**config.mk**
```make
export PLATFORM = sky130hd
export DESIGN_NAME = seq_mul16
export DESIGN_NICKNAME = d
export VERILOG_FILES = /design/src/rtl/seq_mul16.sv
export SDC_FILE = /design/constraint.sdc
export NUM_CORES = 1
export LEC_CHECK = 0
export BUFFER_PORTS_ARGS = -buffer_cell sky130_fd_sc_hd__buf_2
export CORE_AREA = 2 2 115 117
export CTS_BUF_LIST = sky130_fd_sc_hd__clkbuf_8
export DETAILED_ROUTE_END_ITERATION = 7
export DIE_AREA = 0 0 117 119
export HOLD_SLACK_MARGIN = 0.05
export PLACE_DENSITY = 0.49
export SYNTH_ARGS = -nofsm -noshare
export SYNTH_HDL_FRONTEND = slang
export SYNTH_SLANG_ARGS = --single-unit
export TNS_END_PERCENT = 5
```
**constraint.sdc**
```tcl
create_clock -name clk -period 7.2 [get_ports clk]
set_clock_uncertainty 0.1 [all_clocks]
set_input_delay 1.8 -clock clk [delete_from_list [all_inputs] [get_ports clk]]
set_output_delay 1.8 -clock clk [all_outputs]
set_load 0.05 [all_outputs]
```
**src/rtl/seq_mul16.sv**
```systemverilog
// Unsigned 16x16 sequential shift-add multiplier: one partial-product step per clock,
// 16-bit carry-lookahead adder in the step, 32-bit registered product.
module seq_mul16 (
  input  logic        clk,
  input  logic        rst,
  input  logic        start,
  input  logic [15:0] A,
  input  logic [15:0] B,
  output logic [31:0] P,
  output logic        busy,
  output logic        done
);

  typedef enum logic [1:0] {
    IDLE = 2'd0,
    CALC = 2'd1,
    DONE = 2'd2
  } state_t;

  state_t      state;
  state_t      state_next;

  logic [15:0] mcand;
  logic [32:0] acc;
  logic [3:0]  cnt;

  logic [15:0] addend;
  logic [15:0] sum;
  logic        co;
  logic        carry_keep;
  logic [32:0] acc_shift;
  logic        last_step;

  // Carries c1..c4 of a 4-bit lookahead unit, fully expanded (no ripple).
  function automatic logic [4:1] lookahead4(input logic [3:0] g, input logic [3:0] p,
                                             input logic cin);
    logic [4:1] c;
    c[1] = g[0] | (p[0] & cin);
    c[2] = g[1] | (p[1] & g[0]) | (p[1] & p[0] & cin);
    c[3] = g[2] | (p[2] & g[1]) | (p[2] & p[1] & g[0]) | (p[2] & p[1] & p[0] & cin);
    c[4] = g[3] | (p[3] & g[2]) | (p[3] & p[2] & g[1]) | (p[3] & p[2] & p[1] & g[0])
         | (p[3] & p[2] & p[1] & p[0] & cin);
    return c;
  endfunction

  // Two-level CLA: four 4-bit groups, group generate/propagate fed to a second lookahead unit.
  function automatic logic [16:0] cla16(input logic [15:0] a, input logic [15:0] b);
    logic [15:0] g;
    logic [15:0] p;
    logic [3:0]  gg;
    logic [3:0]  gp;
    logic [4:1]  cb;
    logic [4:1]  ct;
    logic [3:0]  bin;
    logic [16:0] c;
    g = a & b;
    p = a ^ b;
    for (int k = 0; k < 4; k++) begin
      ct    = lookahead4(g[4*k +: 4], p[4*k +: 4], 1'b0);
      gg[k] = ct[4];
      gp[k] = &p[4*k +: 4];
    end
    cb  = lookahead4(gg, gp, 1'b0);
    bin = {cb[3:1], 1'b0};
    c   = '0;
    for (int k = 0; k < 4; k++) begin
      ct              = lookahead4(g[4*k +: 4], p[4*k +: 4], bin[k]);
      c[4*k + 1 +: 4] = ct;
    end
    return {cb[4], p ^ c[15:0]};
  endfunction

  assign addend    = acc[0] ? mcand : 16'h0000;
  assign {co, sum} = cla16(acc[31:16], addend);
  // acc[32] is always zero entering a step; the OR keeps the retained-carry bit on the add path.
  assign carry_keep = co | acc[32];
  assign acc_shift  = {1'b0, carry_keep, sum, acc[15:1]};
  assign last_step  = (cnt == 4'd15);

  // NOTE: every signal written in an always_comb gets a default first, so no path leaves it
  // unassigned and no latch is inferred.
  always_comb begin
    state_next = state;
    busy       = 1'b0;
    done       = 1'b0;
    unique case (state)
      IDLE: if (start) state_next = CALC;
      CALC: begin
        busy = 1'b1;
        if (last_step) state_next = DONE;
      end
      DONE: begin
        done       = 1'b1;
        state_next = IDLE;
      end
      default: state_next = IDLE;
    endcase
  end

  // NOTE: sequential state uses non-blocking assignments so every register samples
  // pre-edge values, independent of statement order.
  always_ff @(posedge clk or posedge rst) begin
    if (rst) begin
      state <= IDLE;
      mcand <= '0;
      acc   <= '0;
      cnt   <= '0;
      P     <= '0;
    end else begin
      state <= state_next;
      unique case (state)
        IDLE: begin
          if (start) begin
            mcand <= A;
            acc   <= {17'b0, B};
            cnt   <= '0;
          end
        end
        CALC: begin
          acc <= acc_shift;
          cnt <= cnt + 4'd1;
          if (last_step) P <= acc_shift[31:0];
        end
        default: ;
      endcase
    end
  end

endmodule

```
# Word-level counts from Yosys, hierarchy flattened
# Index checks and enable logic that the tools add are counted.
# op_classes
n_addsub	1
n_mux	10
bitwise_logic	109
eq_ne	5
reduce_logical	9
# ops
op	n
$pmux W33 S2	1
$and A1 B1 Y1	64
$or A1 B1 Y1	42
$mux W33	1
$xor A16 B16 Y16	2
$and A16 B16 Y16	1
$mux W16	1
$reduce_and A4 Y1	3
$pmux W4 S2	1
$reduce_and A2 Y1	4
$add A4 B1 Y4 const B	1
$eq A4 B4 Y1 const B	1
$mux W2	2
$mux W4	1
$ne A2 B2 Y1 const B	2
$pmux W2 S2	1
$eq A2 B1 Y1 const B	1
$eq A2 B2 Y1 const B	1
$logic_not A2 Y1	1
$mux W1	2
$reduce_bool A2 Y1	1
# word_totals
inputBits	35
wordCells	139
register_bits	87
out_inout_bits	34

# Logic depth before layout (Yosys ltp)
# Gate-level depths: netlist of run 1.
# logic_depth
word_depth	13
mapped_depth	11
ltp_nobuf	10

# Worst setup path before layout of run 1
# OpenSTA, ideal clock, no wires.
# synth_path
kind	reg2out
start	register state[0]
end	output done
t_arrival_ns	1.587
t_required_ns	5.300
path_stages_with_launch	5
path_buffers	3
path_slack_ns	3.713
cell_sequence	dfrtp_1 buf_2 clkbuf_1 buf_1 nor2b_1
# synth_between
elab_chain_len	2
# synth_rtl
element	line_no	text
from (decl)	20	state_t state;
from (signal assigned)	110	state <= state_next;
$eq A2 B2 Y1	86	unique case (state)
$mux W1	86	
to (decl)	11	output logic done
# Every way passes these cells.

# Worst setup path after layout of run 1
# layout_path
start	register state[0]
end	output busy
# layout_between
elab_chain_len	2
# layout_rtl
element	line_no	text
$eq A2 B1 Y1	86	
$mux W1	86	
to (decl)	10	output logic busy,
# Every way passes these cells.

==> results.py, run 1 <==
metrics = {
    "outcome": {
        "status": "completed",
    },
    "power_and_ir_drop": {
        "p_per_area_nw_per_um2": 456.3,
        "power.leakage_uw": 0.002572,
        "ir_drop_v": 0.0001177,
    },
    "place": {
        "place_hpwl_mm": 6.343,
        "port_buffers": 68,
        "gp_congestion": 0.7378,
        "place_inst": 661,
    },
    "floorplan": {
        "core-area_um2": 12870,
        "fp.dieH_um": 119,
        "initial_utilization_pct": 32.14,
        "ios": 69,
        "die-area_um2": 13920,
        "chipWidth_um": 117,
        "rows": 42,
    },
    "layout": {
        "final_cells": 677,
        "layout_common_cells": "nand2_1, dfrtp_1, buf_2",
        "fin_nets": 550,
        "final_common_cell": "nand2_1",
        "antenna-diode-count": 0,
        "drive_above_1_share_pct": 20.36,
        "area_growth_pct": 16.51,
        "fillers": 1344,
    },
    "synth": {
        "synth_seq_cells": 86,
        "synth_nets": 491,
        "async_flop_share_pct": 100.0,
        "synth.distinct_cells": 37,
        "syn_inst": 437,
        "synth_seq_area_share_pct": 52.01,
        "netlist_area_um2": 4138,
        "syn_avg_cell_area_um2": 9.468,
        "ys.flop_type": "dfrtp_1",
        "yosys_warnings": 0,
        "synth_edf_count": 0,
    },
    "sta": {
        "fin_crit_sh_pct": 61.43,
        "slew_headroom_pct": 38.92,
        "timing.final.max_slew_violations": 0,
        "finalSetupViolations": 0,
        "tns_ps": 0,
        "timing.fmax_ghz": 0.2261,
        "fin_crit_ps": 4423,
        "rsz0062_at_grt": "no",
        "max_slew.worst_pin.slew_ps": 916.3,
        "timing.final.hold_violations": 0,
    },
    "detailed_routing": {
        "drc": 0,
        "first_pass_iters": 4,
        "via_per_inst": 4.581,
        "wl_per_cell_um": 13.70,
        "dr_total_vias": 3101,
        "drtIter0Drc": 158,
        "routed_wl_mm": 9.274,
        "ant_nets": 0,
    },
    "clocking": {
        "worstSkewPairLatency_ps": 370,
        "clkSlewWorstSetupHoldPaths_ps": 100,
        "hold_buffers": 0,
        "numCtsBuffers": 9,
        "cts_tree": "yes",
        "post_cts_buffers": 0,
        "root_buffer": "clkbuf_8",
        "cts.sink_count": 86,
        "cts_resized": 0,
        "cts_max_level": 3,
        "cts_buffer_depth": 2,
    },
    "global_route": {
        "grt_usage_pct": 14.11,
        "grt_pass1_vias": 3131,
        "grt-ovfl-total": 0,
        "grt_antenna_before_repair": 0,
        "grt_pass1_wl_mm": 15.44,
        "grt_max_degree": 52,
    },
    "run": {
        "drv_cap": 0,
    },
    "critical_path": {
        "arrival_ps": 2520,
        "required_ps": 5300,
        "crit_path_end_kind": "output pin",
        "critPathLaunchType": "register",
        "path_class": "register to output pin",
        "cp_max_fo": 36,
    },
    "hold_path": {
        "hp-class": "register to register",
    },
}
## worst paths after layout
path | start | end | slack, ps | cells after the start
worst max register to register | state[0] | P[28] | 4030 | 5
worst max-delay path | state[0] | busy | 2780 | 3
worst min register to register | P[23] | P[23] | 370 | 2
max in group asynchronous | rst | P[1] | 4560 | 3
worst min-delay path | P[23] | P[23] | 370 | 2
min in group asynchronous | rst | P[17] | 1370 | 2
## layer usage
| metal | track usage, % | wire length, µm | up-vias |
|---|---|---|---|
| li1 | - | - | 1565 |
| met4 | 4.191 | 108 | 0 |
| met5 | 0 | 0 | - |
| met2 | 22.58 | 4386 | 53 |
| met1 | 19.26 | 4422 | 1475 |
| met3 | 2.850 | 356 | 8 |
## cell type report
class                      instances  area, µm²  area share [%]
inverter                          13      50.05           1.038
multi-input combinational        315       1849           38.36
clock inverter                     7      62.56           1.298
tap                              176      220.2           4.568
sequential                        86       2152           44.64
timing repair buffer              71      362.8           7.527
clock buffer                       9      123.9           2.569
## cells by family after synthesis
group / synth area share, %
buf+inv: 3.387
mux: 1.179
xor+xnor: 2.752
simple gates: 21.41
compound gates: 13.15
fa+ha+maj: 6.108
flops: 52.01
## power by group
part,switching [µW],leakage (µW),total (µW),internal (µW)
registers,156,0.00110,852,695
logic,666,0.00138,1010,348
clock network,201,0.0000931,334,133
total,1020,0.00257,2200,1180
## Yosys cell counts (2+ instances only)
master / n / share of area [%]
nand2_1: 151 / 14
dfrtp_1: 86 / 52
o21ai_0: 29 / 3.5
a21oi_1: 24 / 2.9
clkbuf_1: 18 / 1.6
ha_1: 17 / 5.1
and2_1: 16 / 2.4
and3b_1: 16 / 3.4
inv_1: 13 / 1.2
a22o_1: 12 / 2.5
xnor2_1: 8 / 1.7
nand3_1: 5 / 0.60
xor2_1: 5 / 1.1
buf_2: 4 / 0.48
nor2_1: 4 / 0.36
o21bai_1: 4 / 0.73
mux2_2: 3 / 0.82
a21o_1: 2 / 0.36
fa_1: 2 / 0.97
## metrics by stage
| stage | hold slack [ps] | cell area, µm² | power, µW | util, % | worst slack, ps |
|---|---|---|---|---|---|
| 2_1_floorplan | 338.0 | 4138 | 1636 | - | 3078 |
| 3_3_place_gp | 351.9 | 4634 | 1868 | 36.00 | 3260 |
| 3_5_place_dp | 355.4 | 4634 | 1890 | 36.00 | 3137 |
| 4_1_cts | 378.2 | 4821 | 2230 | 37.44 | 2723 |
| 5_1_grt | 402.3 | 4821 | 2385 | 37.44 | 2483 |
| 6_report | 373.0 | 4821 | 2200 | 37.44 | 2777 |
## worst max-delay path, cell delays in order, from the launching register on
cell and delay, ps:
dfrtp_1 960, nand2b_1 300, inv_1 510, buf_2 380
## state kept, by name, indices dropped and copies added (netlist names)
name,cells
P,32
cnt,4
mcand,16
state,2
acc,32
Power figures use the tool's default switching activity.
==> inputs of run 2 (changes only) <==
--- a/config.mk
+++ b/config.mk
@@ -11,7 +11,7 @@
 export DETAILED_ROUTE_END_ITERATION = 7
 export DIE_AREA = 0 0 117 119
 export HOLD_SLACK_MARGIN = 0.05
-export PLACE_DENSITY = 0.49
+export PLACE_DENSITY = 0.51
 export SYNTH_ARGS = -nofsm -noshare
 export SYNTH_HDL_FRONTEND = slang
 export SYNTH_SLANG_ARGS = --single-unit
==> constraint.sdc (replaced) <==
create_clock -name clk -period 3.57 [get_ports clk]
set_clock_uncertainty 0.1 [all_clocks]
set_input_delay 0.8925 -clock clk [delete_from_list [all_inputs] [get_ports clk]]
set_output_delay 0.8925 -clock clk [all_outputs]
set_load 0.05 [all_outputs]
==> results.py, run 2 (synthesis gave the netlist of run 1 again) <==
metrics = {
    "global_route": {
        "grt-ovfl-total": 0,
        "grt_usage_pct": 15.11,
        "grt_pass1_wl_mm": 16.15,
        "grt_antenna_before_repair": 0,
        "grt_max_degree": 87,
        "grt_pass1_vias": 3287,
    },
    "layout": {
        "largest_registers": "P (32), acc (32), mcand (16)",
        "antenna-diode-count": 0,
        "fin_nets": 554,
        "area_growth_pct": 19.35,
        "drive_above_1_share_pct": 20.79,
        "multiInputGateArea_um2": 1849,
        "regArea_um2": 2152,
        "postLayoutCellArea_um2": 4938,
        "fillers": 1297,
        "layout_common_cells": "nand2_1, dfrtp_1, buf_2",
        "final_common_cell": "nand2_1",
    },
    "clocking": {
        "clkSlewWorstSetupHoldPaths_ps": 90,
        "worstSkewPairLatency_ps": 380,
        "cts.sink_count": 86,
        "hold_buffers": 0,
        "numCtsBuffers": 9,
        "post_cts_buffers": 0,
        "root_buffer": "clkbuf_8",
        "cts_tree": "yes",
        "cts_buffer_depth": 2,
        "cts_max_level": 3,
        "cts_resized": 0,
    },
    "detailed_routing": {
        "drc": 0,
        "drtIter0Drc": 196,
        "first_pass_iters": 4,
        "routed_wl_mm": 9.550,
        "ant_nets": 0,
        "wl_per_cell_um": 14.02,
        "via_per_inst": 4.605,
        "dr_total_vias": 3136,
    },
    "place": {
        "dpl_cell_area_um2": 4677,
        "place_hpwl_mm": 6.364,
        "gp_congestion": 0.8174,
        "port_buffers": 68,
        "pre_cts_ws_ps": 720.2,
    },
    "critical_path": {
        "r2r_cells": 9,
        "cpPeakStageDelay_ps": 560,
        "cp_max_fo": 17,
        "crit_family": "compound AO/OA/AOI/OAI gates",
        "worst_path_max_delay_cell": "dfrtp_1",
        "path_class": "register to register",
        "arrival_ps": 2990,
        "critPathBufInv": 0,
        "critPathLaunchType": "register",
        "crit_path_end_kind": "register",
        "required_ps": 3740,
        "crit_chain": "and2_1 > ha_1 > a41oi_2 > o21ai_2 > a221o_4 > o2bb2ai_4 > o221ai_2 > xor2_1 > mux2_4",
        "crit_cells": 9,
    },
    "power_and_ir_drop": {
        "power.leakage_uw": 0.002638,
        "p_per_area_nw_per_um2": 948.3,
        "ir_drop_v": 0.0002745,
    },
    "sta": {
        "slew_headroom_pct": 53.00,
        "rsz0062_at_grt": "no",
        "fin_crit_sh_pct": 79.09,
        "worst_hold_slack_ps": 369.2,
        "timing.final.max_slew_violations": 0,
        "tns_ps": 0,
        "timing.final.hold_violations": 0,
        "max_slew.worst_pin.slew_ps": 703.2,
        "setup_ws_ps": 746.6,
        "timing.fmax_ghz": 0.3542,
        "fin_crit_ps": 2823,
        "finalSetupViolations": 0,
    },
    "floorplan": {
        "ios": 69,
        "core-area_um2": 12870,
        "chipWidth_um": 117,
        "fp.dieH_um": 119,
        "initial_utilization_pct": 32.14,
        "die-area_um2": 13920,
        "rows": 42,
    },
    "run": {
        "drv_cap": 0,
    },
    "hold_path": {
        "whs_path_depth": 2,
        "hp-class": "register to register",
    },
    "outcome": {
        "status": "completed",
    },
}
[run 2: changes by cell type in the layout (fill, tap and decap cells not counted)]
cell,before,now
clkinv_2,1,2
inv_1,12,13
inv_8,1,0
bufinv_16,0,4
buf_4,3,6
buf_12,0,1
inv_6,4,0
clkinvlp_4,1,0
[run 2: worst register-to-register path, delay by kind of cell (launching register included)]
family | cells | cell delay (ps)
AND/OR/NAND/NOR | 1 | 230
adder cells (fa/ha/maj) | 1 | 340
multiplexers | 1 | 260
flip-flops | 1 | 560
XOR/XNOR | 1 | 170
AO/OA/AOI/OAI | 5 | 1040
[run 2: area by class of cell]
type | instances | share of cell area (%)
multi-input cells | 315 | 37.45
clock buffers | 9 | 2.508
well taps | 176 | 4.459
inverters | 13 | 1.013
clock inverters | 7 | 2.787
flip-flops and latches | 86 | 43.58
repair buffers | 75 | 8.209
[run 2: layer usage]
layer,vias up,routed length [µm],global-route usage (%)
met4,0,218,7.279
met5,-,0,0
met1,1510,4306,18.89
met2,47,4654,24.78
met3,14,371,3.003
li1,1565,-,-
[run 2: stage by stage]
stage	utilization [%]	total power [µW]	std cells
2_1_floorplan	-	3299	437
3_3_place_gp	36.33	3800	665
3_5_place_dp	36.33	3839	665
4_1_cts	38.36	4759	681
5_1_grt	38.36	5055	681
6_report	38.36	4683	681
[run 2: worst paths after layout]
check | from | end | slack, ps
max | acc[0] | P[30] | 750
min | mcand[9] | mcand[9] | 370
max reg2reg | acc[0] | P[30] | 750
min reg2reg | mcand[9] | mcand[9] | 370
max in group asynchronous | rst | mcand[7] | 2500
min in group asynchronous | rst | P[20] | 500
[run 2: power by group]
part,internal (µW),switching (µW)
clock network,533,368
registers,1400,265
logic,719,1390
==> inputs of run 3 (changes only) <==
--- a/config.mk
+++ b/config.mk
@@ -5,13 +5,14 @@
 export SDC_FILE = /design/constraint.sdc
 export NUM_CORES = 1
 export LEC_CHECK = 0
+export ABC_AREA = 1
 export BUFFER_PORTS_ARGS = -buffer_cell sky130_fd_sc_hd__buf_2
-export CORE_AREA = 2 2 115 117
+export CORE_AREA = 2 2 117 119
 export CTS_BUF_LIST = sky130_fd_sc_hd__clkbuf_8
 export DETAILED_ROUTE_END_ITERATION = 7
-export DIE_AREA = 0 0 117 119
+export DIE_AREA = 0 0 119 121
 export HOLD_SLACK_MARGIN = 0.05
-export PLACE_DENSITY = 0.51
+export PLACE_DENSITY = 0.48
 export SYNTH_ARGS = -nofsm -noshare
 export SYNTH_HDL_FRONTEND = slang
 export SYNTH_SLANG_ARGS = --single-unit
==> constraint.sdc (replaced) <==
create_clock -name clk -period 2.8 [get_ports clk]
set_clock_uncertainty 0.1 [all_clocks]
set_input_delay 0.7 -clock clk [delete_from_list [all_inputs] [get_ports clk]]
set_output_delay 0.7 -clock clk [all_outputs]
set_load 0.05 [all_outputs]
==> results.py, run 3 <==
metrics = {
    "outcome": {
        "status": "completed",
    },
    "clocking": {
        "cts.sink_count": 86,
        "cts_max_level": 3,
        "clkSlewWorstSetupHoldPaths_ps": 90,
        "post_cts_buffers": 0,
        "worstSkewPairLatency_ps": 380,
        "numCtsBuffers": 9,
        "cts_buffer_depth": 2,
        "root_buffer": "clkbuf_8",
        "cts_tree": "yes",
        "hold_buffers": 0,
        "cts_resized": 0,
    },
    "detailed_routing": {
        "dr_total_vias": 3285,
        "drtIter0Drc": 184,
        "via_per_inst": 4.537,
        "drc": 0,
        "first_pass_iters": 4,
        "wl_per_cell_um": 13.63,
        "ant_nets": 0,
        "routed_wl_mm": 9.865,
    },
    "sta": {
        "rsz0062_at_grt": "no",
        "timing.fmax_ghz": 0.4125,
        "slew_headroom_pct": 52.60,
        "max_slew.worst_pin.slew_ps": 710.0,
        "timing.final.max_slew_violations": 0,
        "finalSetupViolations": 0,
        "fin_crit_ps": 2424,
        "worst_hold_slack_ps": 252.5,
        "timing.final.hold_violations": 0,
        "fin_crit_sh_pct": 86.58,
        "tns_ps": 0,
    },
    "critical_path": {
        "crit_top_cell": "nand2_1",
        "crit_chain": "nand2_1 > inv_1 > ha_1 > or2_0 > nand2_1 > nand2_2 > fa_1 > xor2_1 > a22o_1",
        "required_ps": 2970,
        "worst_path_max_delay_cell": "dfrtp_1",
        "arrival_ps": 2600,
        "reg2reg_from": "acc[0]",
        "critPathLaunchType": "register",
        "timing.rr.end": "acc[20]",
        "cpPeakStageDelay_ps": 570,
        "r2r_cells": 9,
        "cp_max_fo": 9,
        "path_class": "register to register",
        "crit_path_end_kind": "register",
        "r2r_slack_ps": 380,
    },
    "floorplan": {
        "ios": 69,
        "die-area_um2": 14400,
        "rows": 42,
        "core-area_um2": 13090,
        "fp.dieH_um": 121,
        "initial_utilization_pct": 32.22,
        "chipWidth_um": 119,
    },
    "power_and_ir_drop": {
        "p_per_area_nw_per_um2": 1397,
        "ir_drop_v": 0.0004112,
        "power.leakage_uw": 0.002720,
    },
    "synth": {
        "yosys_warnings": 0,
        "synth_edf_count": 0,
        "synth.distinct_cells": 37,
        "synthTopCellsByCount": "nand2_1, dfrtp_1, inv_1, nand3_1, o21ai_0",
        "ys.flop_type": "dfrtp_1",
        "yosysTopAreaCellShare_pct": 51.04,
        "syn_inst": 475,
        "synth_nets": 529,
        "synth_area_leaders": "dfrtp_1, nand2_1, ha_1",
        "synth.most_common_cell": "nand2_1",
        "synth_seq_cells": 86,
        "async_flop_share_pct": 100.0,
        "yosysTopAreaCell": "dfrtp_1",
        "syn_avg_cell_area_um2": 8.877,
        "netlist_area_um2": 4217,
        "synth_seq_area_share_pct": 51.04,
    },
    "global_route": {
        "grt_max_degree": 46,
        "grt_pass1_wl_mm": 16.49,
        "grt-ovfl-total": 0,
        "grt_antenna_before_repair": 0,
        "grt_pass1_vias": 3343,
        "grt_usage_pct": 14.82,
    },
    "layout": {
        "largest_registers": "P (32), acc (32), mcand (16)",
        "fillers": 1377,
        "final_core_util_pct": 38.21,
        "fin_nets": 597,
        "final_common_cell": "nand2_1",
        "area_growth_pct": 18.58,
        "drive_above_1_share_pct": 22.63,
        "layout_common_cells": "nand2_1, dfrtp_1, buf_2",
        "antenna-diode-count": 0,
    },
    "run": {
        "drv_cap": 0,
    },
    "place": {
        "gp_congestion": 0.8022,
        "place_hpwl_mm": 6.765,
        "port_buffers": 68,
    },
    "hold_path": {
        "hp-class": "primary input to asynchronous set/reset pin",
    },
}
==> run 3: cell count changes after synthesis, moves of 13 or more <==
cell and delta:
a21oi_1 -16, and2_1 -16, and3b_1 -16, inv_1 +41, mux2_2 +13, nand3_1 +21
==> run 3: critical path: cells and delay by family (launching register included) <==
kind | cells | cell delay [ps]
AND/OR/NAND/NOR | 4 | 520
adder cells (fa/ha/maj) | 2 | 640
flip-flops | 1 | 570
AO/OA/AOI/OAI | 1 | 230
XOR/XNOR | 1 | 180
buffers and inverters | 1 | 80
==> run 3: logic make-up after synthesis <==
group	after synthesis	share of synthesized area, %
AOI/OAI and AO/OA	61	8.754
xor gates and xnor gates	6	1.246
adders and majority gates	19	5.994
buffers and inverters	77	7.507
DFF	86	51.04
muxes	16	4.273
and+or+nand+nor	210	21.19
==> run 3: area by class of cell <==
class | instances | area, µm² | share of cell area [%]
clock buffers | 9 | 123.9 | 2.477
clock inverters | 7 | 125.1 | 2.503
repair buffers | 75 | 405.4 | 8.108
inverters | 59 | 225.2 | 4.505
multi-input cells | 312 | 1748 | 34.96
flip-flops and latches | 86 | 2152 | 43.04
well taps | 176 | 220.2 | 4.404
==> run 3: where the power goes <==
group,internal [µW],switching (µW)
clock,605,501
combinational,1190,2440
sequential,1870,377
==> run 3: stage by stage <==
step                worst slack [ps]  instance area (µm²)  cells  total power [µW]
global placement               481.2                 4751    708              5879
finish                         375.7                 5000    724              6986
detailed placement             410.5                 4751    708              5962
floorplan                      562.2                 4220    475              5103
CTS                            393.8                 5000    724              7089
global route                   257.5                 5000    724              7593
==> run 3: routing by layer <==
| layer | vias to the layer above | track usage [%] | wire length (µm) |
|---|---|---|---|
| li1 | 1666 | - | - |
| met2 | 65 | 25.18 | 4703 |
| met4 | 0 | 6.250 | 178 |
| met1 | 1540 | 18.29 | 4619 |
| met3 | 14 | 3.148 | 365 |
| met5 | - | 0 | 0 |
==> run 3: worst max path at each step <==
stage / startpoint / endpoint / slack (ps) / cells after the start
floorplan: acc[0] / acc[20] / 560 / 10
global placement: acc[0] / acc[20] / 480 / 9
detailed placement: acc[0] / acc[20] / 410 / 9
CTS: acc[0] / acc[20] / 390 / 9
global route: acc[0] / acc[20] / 260 / 9
finish: acc[0] / acc[20] / 380 / 9
